[src/rtl/tpg_pattern_engine.sv]
// ATPG stimulus source: emits a programmed number of WIDTH-bit patterns
// (XNOR counter, binary counter, Fibonacci LFSR, walking-one) on a valid/ready stream.
module tpg_pattern_engine #(
    parameter int unsigned     WIDTH = 5,
    parameter logic [WIDTH-1:0] TAPS = WIDTH'(5'b10100),
    parameter int unsigned     CNT_W = 16
) (
    input  logic             clk,
    input  logic             rst_n,
    input  logic             start,
    input  logic             abort,
    input  logic [1:0]       mode,
    input  logic [WIDTH-1:0] seed,
    input  logic [CNT_W-1:0] count,
    input  logic             pat_ready,
    output logic             pat_valid,
    output logic [WIDTH-1:0] pat_data,
    output logic [CNT_W-1:0] pat_idx,
    output logic             busy,
    output logic             done
);

    localparam logic [1:0] M_XNOR = 2'b00;
    localparam logic [1:0] M_BIN  = 2'b01;
    localparam logic [1:0] M_LFSR = 2'b10;
    localparam logic [1:0] M_WALK = 2'b11;

    localparam logic [WIDTH-1:0] N_ONE  = WIDTH'(1);
    localparam logic [WIDTH-1:0] N_ALL1 = '1;

    typedef enum logic [1:0] {
        S_IDLE = 2'd0,
        S_RUN  = 2'd1,
        S_DONE = 2'd2
    } state_t;

    state_t           r_state;
    logic [WIDTH-1:0] r_n;
    logic [CNT_W-1:0] r_idx;
    logic [1:0]       r_mode;
    logic [CNT_W-1:0] r_cnt;

    state_t           w_state_nxt;
    logic [WIDTH-1:0] w_n_nxt;
    logic [CNT_W-1:0] w_idx_nxt;
    logic [1:0]       w_mode_nxt;
    logic [CNT_W-1:0] w_cnt_nxt;

    logic [WIDTH-1:0] w_seed_load;
    logic [WIDTH-1:0] w_n_step;
    logic [WIDTH-1:0] w_xnor;
    logic [WIDTH-1:0] w_pat;
    logic             w_last;

    // Initial generator state from the start-time mode; zero seeds are steered away from lockup.
    always_comb begin
        w_seed_load = seed;
        case (mode)
            M_XNOR:  w_seed_load = (seed == '0) ? N_ONE : seed;
            M_BIN:   w_seed_load = seed;
            M_LFSR:  w_seed_load = (seed == '0) ? N_ONE : seed;
            M_WALK:  w_seed_load = N_ONE;
            default: w_seed_load = seed;
        endcase
    end

    always_comb begin
        w_n_step = r_n;
        case (r_mode)
            M_XNOR:  w_n_step = (r_n == N_ALL1) ? N_ONE : r_n + N_ONE;
            M_BIN:   w_n_step = r_n + N_ONE;
            M_LFSR:  w_n_step = {r_n[WIDTH-2:0], ^(r_n & TAPS)};
            M_WALK:  w_n_step = {r_n[WIDTH-2:0], r_n[WIDTH-1]};
            default: w_n_step = r_n;
        endcase
    end

    // Adjacent-bit XNOR coding; the MSB compares against an implicit zero above it.
    always_comb begin
        w_xnor = '0;
        for (int i = 0; i < int'(WIDTH) - 1; i++) begin
            w_xnor[i] = ~(r_n[i] ^ r_n[i+1]);
        end
        w_xnor[WIDTH-1] = ~r_n[WIDTH-1];
    end

    assign w_pat  = (r_mode == M_XNOR) ? w_xnor : r_n;
    assign w_last = (r_idx == (r_cnt - CNT_W'(1)));

    always_comb begin
        w_state_nxt = r_state;
        w_n_nxt     = r_n;
        w_idx_nxt   = r_idx;
        w_mode_nxt  = r_mode;
        w_cnt_nxt   = r_cnt;
        case (r_state)
            S_IDLE: begin
                if (!abort && start) begin
                    w_mode_nxt  = mode;
                    w_cnt_nxt   = count;
                    w_idx_nxt   = '0;
                    w_n_nxt     = w_seed_load;
                    w_state_nxt = (count == '0) ? S_DONE : S_RUN;
                end
            end
            S_RUN: begin
                if (abort) begin
                    w_state_nxt = S_IDLE;
                end else if (pat_ready) begin
                    if (w_last) begin
                        w_state_nxt = S_DONE;
                    end else begin
                        w_n_nxt   = w_n_step;
                        w_idx_nxt = r_idx + CNT_W'(1);
                    end
                end
            end
            S_DONE: begin
                w_state_nxt = S_IDLE;
            end
            default: begin
                w_state_nxt = S_IDLE;
            end
        endcase
    end

    always_ff @(posedge clk or negedge rst_n) begin
        if (!rst_n) begin
            r_state <= S_IDLE;
            r_n     <= N_ONE;
            r_idx   <= '0;
            r_mode  <= M_XNOR;
            r_cnt   <= '0;
        end else begin
            r_state <= w_state_nxt;
            r_n     <= w_n_nxt;
            r_idx   <= w_idx_nxt;
            r_mode  <= w_mode_nxt;
            r_cnt   <= w_cnt_nxt;
        end
    end

    assign pat_valid = (r_state == S_RUN);
    assign busy      = (r_state == S_RUN);
    assign done      = (r_state == S_DONE);
    assign pat_data  = (r_state == S_RUN) ? w_pat : '0;
    assign pat_idx   = r_idx;

endmodule

[config.mk]
export PLATFORM = sky130hd
export DESIGN_NAME = tpg_pattern_engine
export DESIGN_NICKNAME = d
export VERILOG_FILES = /design/src/rtl/tpg_pattern_engine.sv
export SDC_FILE = /design/constraint.sdc
export NUM_CORES = 1
export LEC_CHECK = 0
export CORE_MARGIN = 2
export CORE_UTILIZATION = 45
export CTS_CLUSTER_SIZE = 12
export DETAILED_ROUTE_END_ITERATION = 16
export PLACE_DENSITY = 0.71
export SKIP_CTS_REPAIR_TIMING = 1
export SLEW_MARGIN = 25
export SYNTH_ARGS = -nofsm -noshare
export SYNTH_HDL_FRONTEND = slang
export SYNTH_SLANG_ARGS = --single-unit
export TNS_END_PERCENT = 20
[constraint.sdc]
create_clock -name clk -period 5.4 [get_ports clk]
set_clock_uncertainty 0.05 [all_clocks]
set_input_delay 1.62 -clock clk [delete_from_list [all_inputs] [get_ports clk]]
set_output_delay 1.62 -clock clk [all_outputs]
set_load 0.02 [all_outputs]
==> run summary <==
The clock transition at the register clock pins on the worst setup and hold paths after CTS works out to 0.09 ns. For this run, the post-layout net count is 414. Setup repair after global routing left no endpoint under its margin.

For the remaining design rule violation count, the log shows 0. The number of nets in the synthesized netlist is 372. The most frequently used cell type in the post-synthesis netlist is sky130_fd_sc_hd__nand2_1. Data arrives at the worst endpoint at 2.19 ns.

For the via count of the first global-routing pass, the log shows 2557. After Yosys synthesis, and, or, nand and nor cells account for 31.6% of the synthesized area. The root buffer cell was sky130_fd_sc_hd__clkbuf_8. The power density of the placed cells is 276 mW/mm². By area, the combinational part of the netlist is dominated by simple AND/OR/NAND/NOR gates. Of the total power, combinational logic draws 28.7%. The aggregate global-route resource usage was 23.4%; the die boundary width was 82.4 µm.

For the buffer depth of the longest clock path, the log shows 2. Summing the areas of all compound-gate instances in the mapped netlist gives 15.1% of the synthesized area. Headroom to the max-slew limit came out at 40.0%. In this run switching power makes up 35.2% of total power. Once the floorplan was initialized, standard cells occupied 46.7% of the core. The run gives 0 as the hold violation count in the final report. Fraction of the mapped netlist area in adder cells: 2.71%. Time the worst path needs with I/O delays and setup: 3.86 ns.

The final setup TNS was 0 ns; the count of unique library cells instantiated by Yosys was 50. The total via count after detailed routing is 2663. The die is 82.4 µm tall. The run gives 180 as the number of violations reported at the end of detailed-routing iteration 0. The area of the core was 0.00592 mm²; the number of rows in the core area was 28. Detailed placement finished with a half-perimeter wire length of 5.27 mm.

The data required time of the worst path was 3.73 ns; the total inserted antenna cells was 0. In the final layout, the share of cells above drive strength 1 is 4.46%. TritonCTS built the clock tree.

The congestion estimate from routability-driven global placement came to 0.853. In the final routed layout, each cell accounts on average for 15.7 µm. The run finished with clean final reports. After synthesis, the share of cell area in mux cells is 1.13%. The top achievable clock speed was 259 MHz; the number of max-slew violations in the final report was 0. The first global-routing pass estimated 12.2 mm of wire. The library cell with the largest summed area after synthesis was sky130_fd_sc_hd__dfrtp_1. Dividing the final minimum period by the clock period gives 71.5%. Excluding fillers, the count of instances in the completed layout stands at 456. The XOR/XNOR share of the synthesized area came out at 6.96%. By area the synthesized netlist is led by sky130_fd_sc_hd__dfrtp_1 36%, sky130_fd_sc_hd__nand2_1 9.9%, sky130_fd_sc_hd__or4_1 4.1%, sky130_fd_sc_hd__xnor2_1 3.8%, sky130_fd_sc_hd__xor2_1 3.2%.

Summing all multi-input logic gate instances after layout gives 0.00159 mm². For the worst-skew pair, the clock arrives at the later sink with an insertion delay of 0.31 ns. From synthesis to final layout, the design area changed by 22.3%. The count of buffers added on input and output ports is 51. The largest vdd supply drop is 0.197 mV.

For the part of the power in registers, the log shows 43.9%. The storage element area was 0.00103 mm²; the number of flops mapped to enable cells by yosys was 0. The die covers 0.00679 mm². In this run the remaining antenna-violating nets after routing total 0. In this run the worst hold path is classified as reg2reg. The maximum number of pins on one net before global-route repair is 42. The endpoint type of the worst setup path was a primary output.

The number of register bits inferred by synthesis was 41; the total of endpoints with negative setup slack in the final report was 0. The sink count of the clock tree is 41. Before antenna repair, the detailed router went through 4 iterations. Layout filler cell count: 563. Of the total power, the clock network draws 27.4%. The worst setup path is of the reg2out kind.

Across the run, the number of max-cap violations was 0. After synthesis, the mean cell area works out to 8.19 µm². The number of top-level design ports is 52, and the fraction of synthesized cell area taken by the top area cell type is 36.2%. Using the TritonRoute via totals, the vias-per-cell ratio works out to 5.84. The share of the Yosys chip area taken by registers is 37.1%.

The Yosys step of the flow raised 0 warnings. For the clock buffer count from CTS, the log shows 5. STA classifies the critical path startpoint as a register.

Sorting the synthesized cells by how often they occur yields 73 x sky130_fd_sc_hd__nand2_1, 40 x sky130_fd_sc_hd__dfrtp_1, 20 x sky130_fd_sc_hd__nor2_1. Power comes to 935 µW. The transition at the pin with the smallest max-transition slack works out to 0.900 ns. Internal power comes to 606 µW. For the combined area of all synthesized cells, the log shows 0.00277 mm².

The largest fanout of any net on the critical path works out to 12. The initial antenna violation count was 0; the share of synthesized registers carrying an async set or reset was 100%. The total global routing overflow is 0. Summed over all layers, the routed wires come to 7.15 mm.

The H-tree was split into 2 levels. The count of placed standard cells including taps is 448, and the leakage power figure is 1.41 nW. The most used flip-flop cell after synthesis is sky130_fd_sc_hd__dfrtp_1. The analysis attributes to net switching a power of 330 µW. Synthesis produced 338 cells.
==> flip-flops by register name (all words and copies together), names as in the netlist <==
register	flops
pat_idx	16
r_mode	2
r_n	5
r_state	2
r_cnt	16
==> kinds of logic after synthesis <==
group | Yosys count
XOR/XNOR | 22
flip-flops | 41
multiplexers | 3
AO/OA/AOI/OAI | 65
buffers and inverters | 29
AND/OR/NAND/NOR | 172
adder cells (fa/ha/maj) | 6
==> per-layer routing <==
metal	track usage [%]	up-vias	routed length, µm
met5	0	-	0
met4	8.67	0	155
met3	3.37	14	306
met2	39.9	63	3590
met1	30.1	1282	3110
li1	-	1304	-
==> worst max-delay path: stages, from the launching register on <==
cell and delay, ns:
sky130_fd_sc_hd__dfrtp_1 0.52, sky130_fd_sc_hd__nor2_1 0.40, sky130_fd_sc_hd__nor2_1 0.08, sky130_fd_sc_hd__a211oi_1 0.25, sky130_fd_sc_hd__clkdlybuf4s50_1 0.65
==> through the flow <==
stage	hold slack [ns]	setup WS (ns)	utilization, %	cell area (µm²)
2_1_floorplan	0.415	2.21	-	2770
3_3_place_gp	0.429	1.48	55.2	3270
5_1_grt	0.515	1.35	57.2	3390
3_5_place_dp	0.443	1.41	55.2	3270
4_1_cts	0.463	1.52	57.2	3390
6_report	0.462	1.54	57.2	3390
==> cells in the final DEF (no fill, tap or decap), types with 2 or more instances in the layout <==
master                             n
sky130_fd_sc_hd__nor3_1            6
sky130_fd_sc_hd__and3_1            7
sky130_fd_sc_hd__inv_1            12
sky130_fd_sc_hd__nor2_1           20
sky130_fd_sc_hd__a211o_1           2
sky130_fd_sc_hd__or3_1             6
sky130_fd_sc_hd__nor3b_1           3
sky130_fd_sc_hd__ha_1              6
sky130_fd_sc_hd__nand2_1          73
sky130_fd_sc_hd__nand3_1          15
sky130_fd_sc_hd__xnor2_1          12
sky130_fd_sc_hd__a22oi_1           2
sky130_fd_sc_hd__a31oi_1           3
sky130_fd_sc_hd__or4_1            15
sky130_fd_sc_hd__and2_1            3
sky130_fd_sc_hd__mux2i_1           2
sky130_fd_sc_hd__clkdlybuf4s50_1  50
sky130_fd_sc_hd__o31ai_1           4
sky130_fd_sc_hd__nand4_1           4
sky130_fd_sc_hd__o21ai_0          16
sky130_fd_sc_hd__a211oi_1          3
sky130_fd_sc_hd__a21oi_1          15
sky130_fd_sc_hd__o22ai_1           2
sky130_fd_sc_hd__xor2_1           10
sky130_fd_sc_hd__clkbuf_8          5
sky130_fd_sc_hd__nand3b_1          3
sky130_fd_sc_hd__nor4_1            8
sky130_fd_sc_hd__dfrtp_1          40
sky130_fd_sc_hd__o211ai_1         11
==> final cells by class <==
cell class	instances	share of cell area, %
clock buffer	5	2.03
clock inverter	3	1.37
inverter	12	1.33
multi-input combinational	268	47.0
sequential	41	30.3
tap	75	2.77
timing repair buffer	52	15.2
==> power groups by stage <==
stage               Sequential [mW]  Combinational (mW)  Clock, mW
finish                        0.411               0.268      0.256
global route                  0.419               0.304      0.275
CTS                           0.410               0.270      0.260
detailed placement            0.415               0.267          0
global placement              0.414               0.259          0
floorplan                     0.391               0.199          0
==> final timing paths <==
| check | start | endpoint | slack, ns | cells after the start |
|---|---|---|---|---|
| setup / recovery | r_mode[1]$_DFFE_PN0P_ | pat_data[2] | 1.54 | 4 |
| min in group asynchronous | rst_n | pat_idx[10]$_DFFE_PN0P_ | 1.38 | 1 |
| hold reg to reg | r_cnt[15]$_DFFE_PN0P_ | r_cnt[15]$_DFFE_PN0P_ | 0.46 | 2 |
| max in group asynchronous | rst_n | r_cnt[2]$_DFFE_PN0P_ | 3.34 | 1 |
| setup reg to reg | r_cnt[6]$_DFFE_PN0P_ | pat_idx[15]$_DFFE_PN0P_ | 1.71 | 8 |
| hold / removal | r_cnt[15]$_DFFE_PN0P_ | r_cnt[15]$_DFFE_PN0P_ | 0.46 | 2 |
Note: power is estimated with default switching activity, not from simulation.
